## src/rtl/wb_commit_queue.sv

```systemverilog
// Purpose: writeback commit queue; buffers up to two results per cycle and drains two per cycle to the register file.
// Latency: an entry enqueued at edge N is presented on the write ports in the cycle after edge N.
// Backpressure: in_ready drops when fewer than two free slots remain; upstream holds its lane pair until in_ready returns.
module wb_commit_queue #(
    parameter int DEPTH = 8
) (
    input  logic                     clk,
    input  logic                     rst_n,
    input  logic                     in_validA,
    input  logic                     in_validB,
    input  logic [4:0]               in_addrA,
    input  logic [4:0]               in_addrB,
    input  logic [31:0]              in_dataA,
    input  logic [31:0]              in_dataB,
    output logic                     in_ready,
    input  logic                     drain_en,
    input  logic                     flush,
    output logic                     weA,
    output logic                     weB,
    output logic [4:0]               waA,
    output logic [4:0]               waB,
    output logic [31:0]              wdA,
    output logic [31:0]              wdB,
    input  logic [4:0]               ra1A,
    input  logic [4:0]               ra2A,
    input  logic [4:0]               ra1B,
    input  logic [4:0]               ra2B,
    output logic                     pend1A,
    output logic                     pend2A,
    output logic                     pend1B,
    output logic                     pend2B,
    output logic [$clog2(DEPTH):0]   count
);
    localparam int PW = $clog2(DEPTH);
    localparam int CW = PW + 1;

    logic [4:0]    mem_a [DEPTH];
    logic [31:0]   mem_d [DEPTH];
    logic [PW-1:0] head, tail, head1, tail_b;
    logic [CW-1:0] count_q;
    logic          do_enq, qa, qb;
    logic [1:0]    n_enq, n_drn;
    logic [DEPTH-1:0] vld;
    logic [PW-1:0] offs [DEPTH];
    logic          m1a, m2a, m1b, m2b;

    assign count    = count_q;
    assign in_ready = (CW'(DEPTH) - count_q) >= CW'(2);

    assign weA = drain_en && !flush && (count_q >= CW'(1));
    assign weB = drain_en && !flush && (count_q >= CW'(2));

    assign head1 = head + 1'b1;
    assign waA   = mem_a[head];
    assign wdA   = mem_d[head];
    assign waB   = mem_a[head1];
    assign wdB   = mem_d[head1];

    // Writes to r0 are architecturally dead, so they never take a slot.
    assign do_enq = in_ready && !flush;
    assign qa     = do_enq && in_validA && (in_addrA != 5'd0);
    assign qb     = do_enq && in_validB && (in_addrB != 5'd0);
    assign tail_b = qa ? tail + 1'b1 : tail;
    assign n_enq  = {1'b0, qa} + {1'b0, qb};
    assign n_drn  = {1'b0, weA} + {1'b0, weB};

    // An entry is live when its distance from head is below count; this still covers entries draining now.
    always_comb begin
        for (int i = 0; i < DEPTH; i++) begin
            offs[i] = PW'(i) - head;
            vld[i]  = {1'b0, offs[i]} < count_q;
        end
    end

    always_comb begin
        m1a = 1'b0;
        m2a = 1'b0;
        m1b = 1'b0;
        m2b = 1'b0;
        for (int i = 0; i < DEPTH; i++) begin
            if (vld[i]) begin
                if (mem_a[i] == ra1A) m1a = 1'b1;
                if (mem_a[i] == ra2A) m2a = 1'b1;
                if (mem_a[i] == ra1B) m1b = 1'b1;
                if (mem_a[i] == ra2B) m2b = 1'b1;
            end
        end
    end

    assign pend1A = m1a && (ra1A != 5'd0);
    assign pend2A = m2a && (ra2A != 5'd0);
    assign pend1B = m1b && (ra1B != 5'd0);
    assign pend2B = m2b && (ra2B != 5'd0);

    always_ff @(posedge clk) begin
        if (qa) begin
            mem_a[tail] <= in_addrA;
            mem_d[tail] <= in_dataA;
        end
        if (qb) begin
            mem_a[tail_b] <= in_addrB;
            mem_d[tail_b] <= in_dataB;
        end
    end

    always_ff @(posedge clk or negedge rst_n) begin
        if (!rst_n) begin
            head    <= '0;
            tail    <= '0;
            count_q <= '0;
        end else if (flush) begin
            head    <= '0;
            tail    <= '0;
            count_q <= '0;
        end else begin
            head    <= head + PW'(n_drn);
            tail    <= tail + PW'(n_enq);
            count_q <= count_q + CW'(n_enq) - CW'(n_drn);
        end
    end
endmodule

```

## config.mk

```make
export PLATFORM = sky130hd
export DESIGN_NAME = wb_commit_queue
export DESIGN_NICKNAME = d
export VERILOG_FILES = /design/src/rtl/wb_commit_queue.sv
export SDC_FILE = /design/constraint.sdc
export NUM_CORES = 1
export LEC_CHECK = 0
export CORE_MARGIN = 4
export CORE_UTILIZATION = 54
export CTS_CLUSTER_SIZE = 20
export DETAILED_ROUTE_END_ITERATION = 6
export PLACE_DENSITY = 0.76
export SETUP_SLACK_MARGIN = 0.4
export SYNTH_ARGS = -nofsm -noshare
export SYNTH_HDL_FRONTEND = slang
export SYNTH_SLANG_ARGS = --single-unit
export TNS_END_PERCENT = 20
```

## constraint.sdc

```tcl
create_clock -name clk -period 8.3 [get_ports clk]
set_input_delay 1.66 -clock clk [delete_from_list [all_inputs] [get_ports clk]]
set_output_delay 1.66 -clock clk [all_outputs]
set_load 0.01 [all_outputs]
```

==> results.yml <==
outcome:
  status: "complete, no violations"
clock_tree:
  clk_pin_slew_ns: 0.06
  ctsHtreeMaxLevel: 2
  hold_buffers: 0
  cts_setup_buffers: 0
  cts_made_buffers: 35
  cts_resized: 0
  clock_sinks: 306
  clock_path_buffers: 3
  tritoncts: "done"
  clock_latency_ns: 0.52
  root_buffer: "clkbuf_16"
cells_and_area:
  layout.nets: 1686
  final_area_um2: 23700
  utilization_pct: 63.2
  area_delta_synth_final_pct: 15.8
  drive_gt1_share_pct: 34.7
critical_path:
  end_kind: "output port"
  r2r-end: "mem_a[3][3]"
  critPathMaxFanout: 60
  rrSetupSlack_ns: 4.03
  critPathLaunch: "head[0]"
  worstSetupPathType: "register to output port"
  worst_ep_required_time_ns: 6.64
  worstReg2RegStart: "count[1]"
  reg2reg_depth: 9
  cp-start-kind: "register"
  worstPathArrival_ns: 4.86
  endpoint: "wdB[11]"
synthesis:
  syn-num-nets: 1582
  synthArstFlopShare_pct: 3.27
  synth_edf_count: 296
  synth_top_flop_cell: "edfxtp_1"
  syn-instance-count: 1450
  synth_area_um2: 20500
  ys_seq_elements: 306
  synth_area_per_cell_um2: 14.1
  yosysUniqueCellTypes: 45
  ys_warn_count: 0
  ys_seq_area_share_pct: 44.7
placement:
  place_ws_ns: 2.17
  place.gp.congestion: 0.922
  port_buffers: 184
  dp_hpwl_um: 35900
  placed_area_um2: 22600
sta:
  worst_pin_slew_ns: 1.22
  setup_violations: 0
  finalSetupTns_ns: 0
  fmax_ghz: 0.153
  fin_crit_sh_pct: 78.6
  drv_slew: 0
  fin_worst_skew_ns: 0.0160
  fin_crit_ns: 6.52
  slew_headroom_pct: 18.0
  timing.final.ws_setup_ns: 1.78
  hold_viol_final: 0
  grt_setup_unrepaired: "no"
global_route:
  grt_pass1_vias: 14100
  grt_start_max_net_pins: 61
  antenna_found_initial: 6
  grt-ovfl-total: 0
  grt_pass1_wl_um: 86200
  track_usage_pct: 27.2
power:
  ir_worst_vdd_mv: 0.198
  power.leakage_nw: 7.77
  p_per_area_nw_per_um2: 283
drt:
  antenna_left: 0
  wl_per_cell_um: 27.1
  drc_errors: 0
  drtIter0Drc: 1331
  dr.pass1.iters: 5
  wl_um: 56700
  viasPerCell: 6.44
  vias: 13500
run:
  drv_cap: 0
floorplanning:
  fp.dieH_um: 203
  die_w_um: 203
  die_area_um2: 41100
  core_area_um2: 37500
  initial_core_util_pct: 54.6
  io-pin-count: 185
  rows: 71
worst_hold_path:
  hold_class: "register to register"
## flip-flops by register name (all words and copies together) (netlist names)
signal	cells
head	3
mem_a	40
tail	3
mem_d	256
count	4
## synthesized netlist by cell type (3+ instances only)
master	number	area [um^2]
edfxtp_1	296	8890
a21o_1	3	22.5
buf_6	15	169
xnor2_1	84	736
buf_1	61	229
fa_1	4	80.1
nor2_1	14	52.6
mux2_2	300	3380
nand3_1	37	185
dfrtp_1	10	250
buf_2	10	50.1
o21ai_0	9	45.0
nor2b_1	9	56.3
or4_1	7	52.6
buf_4	4	30.0
nand2b_1	3	18.8
o21ai_4	3	48.8
mux4_2	148	3330
clkbuf_1	48	180
nand2_1	116	435
mux2_1	33	372
inv_1	23	86.3
nor3_1	25	125
o22ai_1	10	62.6
a21oi_1	22	110
xor2_1	85	744
nor4_1	17	106
ha_1	28	350
## metal layers
layer	global-route usage (%)	vias to the layer above	routed length, um	part of all wire [%]
li1	-	5799	-	-
met1	37.3	6925	22800	40
met2	45.5	633	28000	49
met3	4.52	104	4290	7.6
met4	7.49	6	1500	2.6
met5	0	-	30	0.053
## area by class of cell
type | instances | area [um^2]
fillers | 2824 | 13800
multi-input cells | 981 | 10700
well taps | 511 | 639
clock inverters | 16 | 181
inverters | 25 | 93.8
clock buffers | 44 | 920
flip-flops and latches | 306 | 9150
diodes | 3 | 7.51
repair buffers | 205 | 2000
## worst min-delay path by stage
stage	startpoint	to	cells past startpoint
2_1_floorplan	head[0]	head[0]	2
3_3_place_gp	tail[0]	tail[0]	2
3_5_place_dp	tail[0]	tail[0]	2
4_1_cts	tail[0]	tail[0]	2
5_1_grt	tail[0]	tail[0]	2
6_report	tail[0]	tail[0]	2
## placed cells by master (no fill, tap or decap), types with 3 or more instances in the layout
master / count
mux2_1: 33
nand2_1: 116
nor3_1: 25
o211ai_4: 4
edfxtp_1: 296
xor2_1: 84
o21ai_0: 7
nor2b_1: 9
a21oi_1: 22
clkinv_4: 4
fa_1: 4
clkbuf_1: 8
inv_1: 23
nor2_1: 14
clkdlybuf4s50_1: 184
o22ai_1: 8
diode_2: 3
ha_1: 27
xnor2_1: 84
clkbuf_16: 35
bufinv_16: 3
o21ai_4: 5
clkinv_1: 3
buf_4: 21
dfrtp_1: 7
mux4_2: 148
nand3_1: 37
mux2_2: 300
nor4_1: 17
nand2b_1: 3
or4_1: 7
## where the power goes
part	switching [mW]	leakage [nW]	total (mW)	internal (mW)
combinational	1.42	4.43	3.10	1.68
clock	0.629	0.530	1.51	0.885
sequential	0.206	2.81	2.09	1.89
total	2.25	7.77	6.70	4.45
## worst max-delay path: stages, from the launching register on
cell and delay (ns):
dfrtp_4 1.05, inv_1 0.23, ha_4 0.70, buf_4 0.81, mux4_2 0.61, mux2_2 0.33
clkdlybuf4s50_1 0.50
## cells by family (layout without fill, tap and decap cells)
| logic type | count (synthesis) | in the layout | synth area share [%] |
|---|---|---|---|
| simple gates | 237 | 237 | 5.47 |
| fa+ha+maj | 32 | 32 | 2.10 |
| other cells | 0 | 3 | 0 |
| buf+inv | 163 | 290 | 3.68 |
| mux | 481 | 481 | 34.6 |
| flops | 306 | 306 | 44.7 |
| xor+xnor | 169 | 169 | 7.23 |
| compound gates | 62 | 62 | 2.24 |
## through the flow
| step | total power [mW] | hold WS (ns) | instances |
|---|---|---|---|
| after global routing | 7.02 | 0.844 | 2091 |
| after floorplan | 4.06 | 0.612 | 1450 |
| after CTS | 6.74 | 0.793 | 2088 |
| after global placement | 5.18 | 0.769 | 2028 |
| after detailed placement | 5.22 | 0.773 | 2028 |
| final | 6.70 | 0.813 | 2091 |
No activity file was read; power rests on OpenSTA's default activity.
==> RTL change (config.mk and constraints unchanged) <==
Reset style: synchronous (`rst_n`), changed in one clocked block.
--- a/src/rtl/wb_commit_queue.sv
+++ b/src/rtl/wb_commit_queue.sv
@@ -105,3 +105,3 @@
 
-    always_ff @(posedge clk or negedge rst_n) begin
+    always_ff @(posedge clk) begin
         if (!rst_n) begin
Function: changed (Yosys sat finds a counterexample within 4 cycles, from zero or initial values and one cycle with rst_n low; the reset may be asserted at any time).
==> RTL change against the unedited design <==
Synthesized area shrank 0.92%. Clock skew shrank 0.0051 ns. Count of clock-buffer cells in the layout shrank 5. Total power shrank 17%. Worst setup slack gained 0.083 ns. Sequential power shrank 3%. Sequential cell count is the same. Synthesized cell count shrank 0.34%. Cell area shrank 1.1%. Routed wire length shrank 1.2%. Critical path type unchanged. Highest routed layer unchanged.
==> RTL change: results (changes against the unedited design) <==
clock_network:
  cts-htree-levels: 1  # -1
  cts_made_buffers: 31  # -11%
  clk_latency_ns: 0.57  # +0.05 ns
worst_setup_path:
  r2r_setup_slack_ns: 4.29  # +0.26 ns
  critPathCapture: "wdB[19]"
  r2r_start: "count[1]"
  crit_arrival_ns: 4.78  # -0.08 ns
  r2r_end: "mem_d[0][0]"
  crit_path_start: "head[0]"
power_and_ir_drop:
  swShare_pct: 31.8  # -1.8 points
  seq_power_w: 0.00203  # -3%
  leakage_nw: 7.61  # -2.1%
  p_switching_w: 0.00177  # -22%
grt:
  met1_usage_pct: 36.5  # -0.76 points
  grt_start_max_net_pins: 59  # -3.3%
  grt_usage_pct: 27.1  # about the same
  grt.met3_usage_pct: 4.24  # -0.28 points
  grt_util_met2_pct: 46.1  # +0.59 points
outcome:
  outcome: "complete, no violations"
placed_design:
  dp_slack_ns: 2.37  # +0.202 ns
  dp_hpwl_um: 35000  # -2.3%
  routabilityCongestion: 0.927  # +0.54%
routing:
  vias: 13326  # -1.0%
  m1WireLength_um: 22200  # -2.7%
  drt_first_pass_iters: 7  # +2
  detail_route.wl_per_cell_um: 27.5  # +1.4%
  wl_met3_um: 4000  # -6.6%
  first_iter_violations: 1156  # -13%
synth:
  synthCells: 1445  # -0.34%
  synthMuxAreaShare_pct: 35.2  # +0.62 points
  yosys.area_share.adder_pct: 2.12  # +0.020 points
  synth_xor_area_share_pct: 7.43  # +0.20 points
  synth-seq-area-share_pct: 44.8  # +0.17 points
  synth_cell_type_count: 43  # -4.4%
  synth-compound-area-share_pct: 1.85  # -0.39 points
sta:
  fin_crit_sh_pct: 77.6  # -1.0 points
  whs_ns: 0.755  # -0.0578 ns
  fin_skew_ns: 0.0109  # -0.00507 ns
  max_slew.worst_pin.slew_ns: 1.05  # -0.171 ns
layout:
  fillers: 2755  # -2.4%
  num-nets-final: 1675  # -0.65%
  final_cells: 2038  # -2.5%
  drive_above_1_share_pct: 36.2  # +1.5 points
hold_path:
  hold_start: "tail[2]"
RTL change: cell families (layout without fill, tap and decap cells):
| group | after synthesis | count (layout) |
|---|---|---|
| buf+inv | 168 | 290 |
| fa+ha+maj | 32 | 32 |
| simple gates | 228 | 228 |
| flops | 306 | 306 |
| mux | 480 | 480 |
| other cells | 0 | 3 |
| compound gates | 59 | 59 |
| xor+xnor | 172 | 172 |
RTL change: final cells by class:
| class | count | area [um2] | share of cell area (%) |
|---|---|---|---|
| timing repair buffer | 206 | 2010 | 8.56 |
| antenna | 3 | 7.51 | 0.0320 |
| clock inverter | 18 | 175 | 0.747 |
| sequential | 306 | 9100 | 38.8 |
| clock buffer | 39 | 816 | 3.48 |
| inverter | 27 | 101 | 0.432 |
| multi-input combinational | 971 | 10700 | 45.4 |
| tap | 468 | 586 | 2.50 |
RTL change: critical path: stages (launching register included):
cell and delay [ns]:
dfxtp_4 0.88, inv_1 0.23, ha_4 0.80, buf_4 0.80, mux4_2 0.61, mux2_2 0.29, clkdlybuf4s50_1 0.50
